**src/rtl/demux_pkg.sv**
```systemverilog
// ============================================================================
// Module : demux_pkg
// Brief  : Shared encodings and default sizes for the demux_stream block.
// Rev    : 1.0  initial release
// ============================================================================
`default_nettype none

package demux_pkg;

    localparam logic [0:0] SLOT_EMPTY = 1'b0;
    localparam logic [0:0] SLOT_FULL  = 1'b1;

    localparam int DEF_WIDTH   = 8;
    localparam int DEF_COUNT_W = 16;

endpackage : demux_pkg

`default_nettype wire

```
**src/rtl/demux_slot.sv**
```systemverilog
// ============================================================================
// Module : demux_slot
// Brief  : One-entry holding register with EMPTY/FULL control for one output.
// Rev    : 1.0  initial release
// ============================================================================
`default_nettype none

module demux_slot
    import demux_pkg::*;
#(
    parameter int WIDTH = DEF_WIDTH
) (
    input  logic             clk,
    input  logic             rst_n,
    input  logic             load,
    input  logic [WIDTH-1:0] din,
    output logic             valid,
    input  logic             ready,
    output logic [WIDTH-1:0] dout,
    output logic             can_load
);

    logic [0:0]       r_state;
    logic [WIDTH-1:0] r_data;
    logic             w_drain;

    assign w_drain  = (r_state == SLOT_FULL) && ready;
    assign valid    = (r_state == SLOT_FULL);
    assign dout     = r_data;
    // A full slot can still take a word in the same cycle its sink drains it.
    assign can_load = (r_state == SLOT_EMPTY) || ready;

    always_ff @(posedge clk or negedge rst_n) begin
        if (!rst_n) begin
            r_state <= SLOT_EMPTY;
            r_data  <= '0;
        end else begin
            case (r_state)
                SLOT_EMPTY: begin
                    if (load) begin
                        r_state <= SLOT_FULL;
                        r_data  <= din;
                    end
                end
                SLOT_FULL: begin
                    if (load) begin
                        r_state <= SLOT_FULL;
                        r_data  <= din;
                    end else if (w_drain) begin
                        r_state <= SLOT_EMPTY;
                    end
                end
                default: begin
                    r_state <= SLOT_EMPTY;
                end
            endcase
        end
    end

endmodule : demux_slot

`default_nettype wire

```
**src/rtl/demux_stream.sv**
```systemverilog
// ============================================================================
// Module : demux_stream
// Brief  : 1-to-2 registered stream demultiplexer with independent output
//          slots. Define DEMUX_COUNT_EN to add per-output delivery counters.
// Rev    : 1.0  initial release
// ============================================================================
`default_nettype none

module demux_stream
    import demux_pkg::*;
#(
    parameter int WIDTH   = DEF_WIDTH
`ifdef DEMUX_COUNT_EN
    ,
    parameter int COUNT_W = DEF_COUNT_W
`endif
) (
    input  logic               clk,
    input  logic               rst_n,
    input  logic [WIDTH-1:0]   in_data,
    input  logic               in_sel,
    input  logic               in_valid,
    output logic               in_ready,
    output logic [WIDTH-1:0]   out0_data,
    output logic               out0_valid,
    input  logic               out0_ready,
    output logic [WIDTH-1:0]   out1_data,
    output logic               out1_valid,
    input  logic               out1_ready
`ifdef DEMUX_COUNT_EN
    ,
    output logic [COUNT_W-1:0] cnt0,
    output logic [COUNT_W-1:0] cnt1
`endif
);

    logic w_can_load0;
    logic w_can_load1;
    logic w_accept;
    logic w_load0;
    logic w_load1;

    // Only the selected slot gates acceptance, so a stalled sink never blocks the other.
    assign in_ready = rst_n && (in_sel ? w_can_load1 : w_can_load0);
    assign w_accept = in_valid && in_ready;
    assign w_load0  = w_accept && !in_sel;
    assign w_load1  = w_accept &&  in_sel;

    demux_slot #(
        .WIDTH    (WIDTH)
    ) u_slot0 (
        .clk      (clk),
        .rst_n    (rst_n),
        .load     (w_load0),
        .din      (in_data),
        .valid    (out0_valid),
        .ready    (out0_ready),
        .dout     (out0_data),
        .can_load (w_can_load0)
    );

    demux_slot #(
        .WIDTH    (WIDTH)
    ) u_slot1 (
        .clk      (clk),
        .rst_n    (rst_n),
        .load     (w_load1),
        .din      (in_data),
        .valid    (out1_valid),
        .ready    (out1_ready),
        .dout     (out1_data),
        .can_load (w_can_load1)
    );

`ifdef DEMUX_COUNT_EN
    logic [COUNT_W-1:0] r_cnt0;
    logic [COUNT_W-1:0] r_cnt1;

    // Counters wrap silently at 2^COUNT_W.
    always_ff @(posedge clk or negedge rst_n) begin
        if (!rst_n) begin
            r_cnt0 <= '0;
            r_cnt1 <= '0;
        end else begin
            if (out0_valid && out0_ready) begin
                r_cnt0 <= r_cnt0 + COUNT_W'(1);
            end
            if (out1_valid && out1_ready) begin
                r_cnt1 <= r_cnt1 + COUNT_W'(1);
            end
        end
    end

    assign cnt0 = r_cnt0;
    assign cnt1 = r_cnt1;
`endif

endmodule : demux_stream

`default_nettype wire

```
**config.mk**
```make
export PLATFORM = sky130hd
export DESIGN_NAME = demux_stream
export DESIGN_NICKNAME = d
export VERILOG_FILES = /design/src/rtl/demux_pkg.sv /design/src/rtl/demux_slot.sv /design/src/rtl/demux_stream.sv
export SDC_FILE = /design/constraint.sdc
export NUM_CORES = 1
export LEC_CHECK = 0
export CORE_MARGIN = 5
export CORE_UTILIZATION = 41
export CTS_CLUSTER_DIAMETER = 100
export DETAILED_ROUTE_END_ITERATION = 10
export GPL_TIMING_DRIVEN = 0
export PLACE_DENSITY = 0.78
export SLEW_MARGIN = 20
export SYNTH_ARGS = -nofsm -noshare
export SYNTH_HDL_FRONTEND = slang
export SYNTH_HIERARCHICAL = 1
export SYNTH_SLANG_ARGS = --single-unit
```
**constraint.sdc**
```tcl
create_clock -name clk -period 2.3 [get_ports clk]
set_input_delay 0.46 -clock clk [delete_from_list [all_inputs] [get_ports clk]]
set_output_delay 0.46 -clock clk [all_outputs]
set_load 0.02 [all_outputs]
```
==> flow_summary_export.csv <==
group,metric,value,unit
layout,area_growth,48.1,%
synthesis,synth_cell_types,8,
power,p_seq_share,45.0,%
sta,period_needed,2.06,ns
floorplanning,dieHeight,53.6,um
routing,vias_per_cell,4.41,
critical_path,critPathBufInv,2,
power,p_comb_share,38.9,%
routing,drtAntennaViolNets,0,
power,power_density,794,nW/um^2
sta,finalSetupViolations,0,
routing,first_pass_iters,2,
hold_path,min_path_type,"primary input to asynchronous set/reset pin",
routing,dr_total_vias,467,
sta,hold_violations,0,
clocking,cts_buffers,3,
power,irDropWorstVdd,0.000463,V
routing,drtIter0Drc,8,
layout,diodes,0,
critical_path,cp_data_required_time,1.84,ns
sta,finalClockSkew,0.00314,ns
synthesis,muxShareOfSynthArea,30.9,%
critical_path,critical-path-top-delay-family,"buffers and inverters",
critical_path,cpMaxStageDelayCell,"clkdlybuf4s50_1",
floorplanning,core_region_area,1760,um^2
layout,final_cell_mix,"30 x clkdlybuf4s50_1, 18 x dfrtp_1, 16 x mux2_4, 4 x nand2b_1, 3 x clkbuf_4",
sta,slew_violations,0,
critical_path,arrival,1.60,ns
routing,drc_errors,0,
synthesis,netlist_area,778,um^2
clocking,clkTransAtPathRegs,0.09,ns
placement,gp_congestion,0.625,
power,power,0.915,mW
synthesis,yosysTopAreaCellShare,57.9,%
global_routing,grt_use_total,12.5,%
layout,fin_nets,97,
power,sw_frac_of_total,29.2,%
critical_path,crit_fanout,2,
synthesis,synth_seq_cells,18,
global_routing,grt_pass1_vias,519,
floorplanning,start_util,44.1,%
critical_path,end_kind,"primary output",
clocking,insertion_delay,0.28,ns
clocking,clock-sinks,18,
global_routing,antenna_found_initial,0,
floorplanning,die_w,53.6,um
synthesis,synth_compound_area_share,1.45,%
critical_path,path_class,"primary input to primary output",
floorplanning,io_pins,33,
synthesis,synth_nets,60,
synthesis,synth_largest_area_cell,"dfrtp_1",
sta,fmax,486,MHz
run_status,status,"finished clean",
power,intPower,0.648,mW
clocking,cts_root_buf,"clkbuf_4",
critical_path,cp_slowest_stage_delay,0.45,ns
critical_path,critPathLaunchType,"primary input",
sta,tightest_slew,0.479,ns
synthesis,synth_area_per_cell,16.9,um^2
synthesis,synth_fa_ha_area_share,0,%
clocking,cts_tree,"built",
synthesis,synthSimpleGateAreaFrac,6.91,%
placement,portBuffers,32,
clocking,htree_levels,1,
layout,layout-drive-gt1-share,29.6,%
synthesis,synth_top_family_by_area,"multiplexers",
global_routing,grt_overflow,0,
power,p_switching,0.267,mW
global_routing,grt_max_degree,21,
synthesis,yosysSeqAreaShare,57.9,%
routing,post_drt_wl_per_cell,15.2,um
floorplanning,rows,15,
layout,final_common_cell,"clkdlybuf4s50_1",
power,clockPowerShare,16.1,%
sta,post-route-period-util,89.4,%
flow_run,maxCapViolations,0,
sta,rsz0062_at_grt,"no",
critical_path,path_cells,"clkdlybuf4s50_1 > nand2b_1 > nand2_1 > a21boi_2 > dlygate4sd2_1",
sta,finalSetupTns,0,ns
global_routing,grt_pass1_wl,2470,um
floorplanning,dieArea,2870,um^2
synthesis,synthTopCellsByArea,"dfrtp_1 58%, mux2_4 31%, nand2b_1 3.2%, buf_6 2.9%, nand2b_4 1.8%",
sta,relSlewSlack,68.1,%
routing,routed_wl,1620,um
synthesis,synth_xor_area_share,0,%
power,leakage,0.518,nW
synthesis,syn_inst,46,
synthesis,ys.warnings.count,6,
clocking,cts_hold_buf,0,
clocking,clock_path_buffers,2,
-- synth_stat cells, drive strengths merged --
| cell | count |
|---|---|
| nand2b | 5 |
| nor2 | 2 |
| a21boi | 1 |
| mux2 | 16 |
| nand2 | 2 |
| dfrtp | 18 |
| buf | 2 |
-- sequential cells by signal, summed over array words and instances, names as in the netlist --
register / cells
u_slot1/dout: 8
u_slot0/dout: 8
u_slot0/valid: 1
u_slot1/valid: 1
-- what timing repair did --
item,CTS,global route
setup buffers,0,0
hold endpoints to repair,0,0
setup endpoints to repair,1,0
gates resized for setup,4,0
-- per-layer routing --
layer  wire length [um]  part of all wire, %  track usage, %
met5                  0                    0               0
met4                  0                    0            6.38
met3                 80                  5.0            3.05
met2                822                   51            21.0
met1                713                   44            14.7
-- power groups by stage --
stage	Sequential [mW]	Clock, mW	Combinational (mW)
4_1_cts	0.413	0.159	0.362
5_1_grt	0.421	0.165	0.373
3_3_place_gp	0.417	0	0.356
2_1_floorplan	0.494	0	0.106
3_5_place_dp	0.417	0	0.361
6_report	0.412	0.147	0.357
-- final timing paths --
path | from | endpoint | slack (ns) | cells past startpoint
worst max-delay path | out1_ready | in_ready | 0.24 | 5
max in group asynchronous | rst_n | u_slot1/dout[0]$_DFFE_PN0P_ | 1.76 | 1
min in group clk | u_slot1/dout[0]$_DFFE_PN0P_ | u_slot1/dout[0]$_DFFE_PN0P_ | 0.52 | 1
worst min register to register | u_slot1/dout[0]$_DFFE_PN0P_ | u_slot1/dout[0]$_DFFE_PN0P_ | 0.52 | 1
worst max register to register | u_slot0/valid$_DFF_PN0_ | u_slot0/dout[4]$_DFFE_PN0P_ | 0.97 | 5
worst min-delay path | rst_n | u_slot0/dout[0]$_DFFE_PN0P_ | 0.21 | 1
-- kinds of logic after synthesis --
family,count (synthesis)
buffers and inverters,2
AOI/OAI and AO/OA,1
and+or+nand+nor,9
muxes,16
DFF,18
-- layout make-up --
cell class | count | area [um^2]
well taps | 25 | 31.3
repair buffers | 32 | 320
plain buffers | 2 | 22.5
multi-input cells | 26 | 305
clock buffers | 3 | 22.5
fillers | 154 | 612
flip-flops and latches | 18 | 450
-- worst reg2reg max path: stages, from the launching register on --
cell	delay, ns
dfrtp_1	0.38
nand2b_1	0.14
nand2b_4	0.07
nor2_1	0.13
buf_6	0.18
mux2_4	0.31
-- per-stage QoR --
step                      area, um^2  utilization [%]  hold WS, ns  setup slack [ns]  cells
after floorplan                  778                -        0.164             0.931     46
after global placement          1130             64.0        0.493            -0.567    103
after detailed placement        1130             64.0        0.492            -0.598    103
after CTS                       1150             65.3        0.217             0.237    106
after global routing            1150             65.3        0.233             0.218    106
final                           1150             65.3        0.213             0.243    106
(Power assumes the default switching activity.)
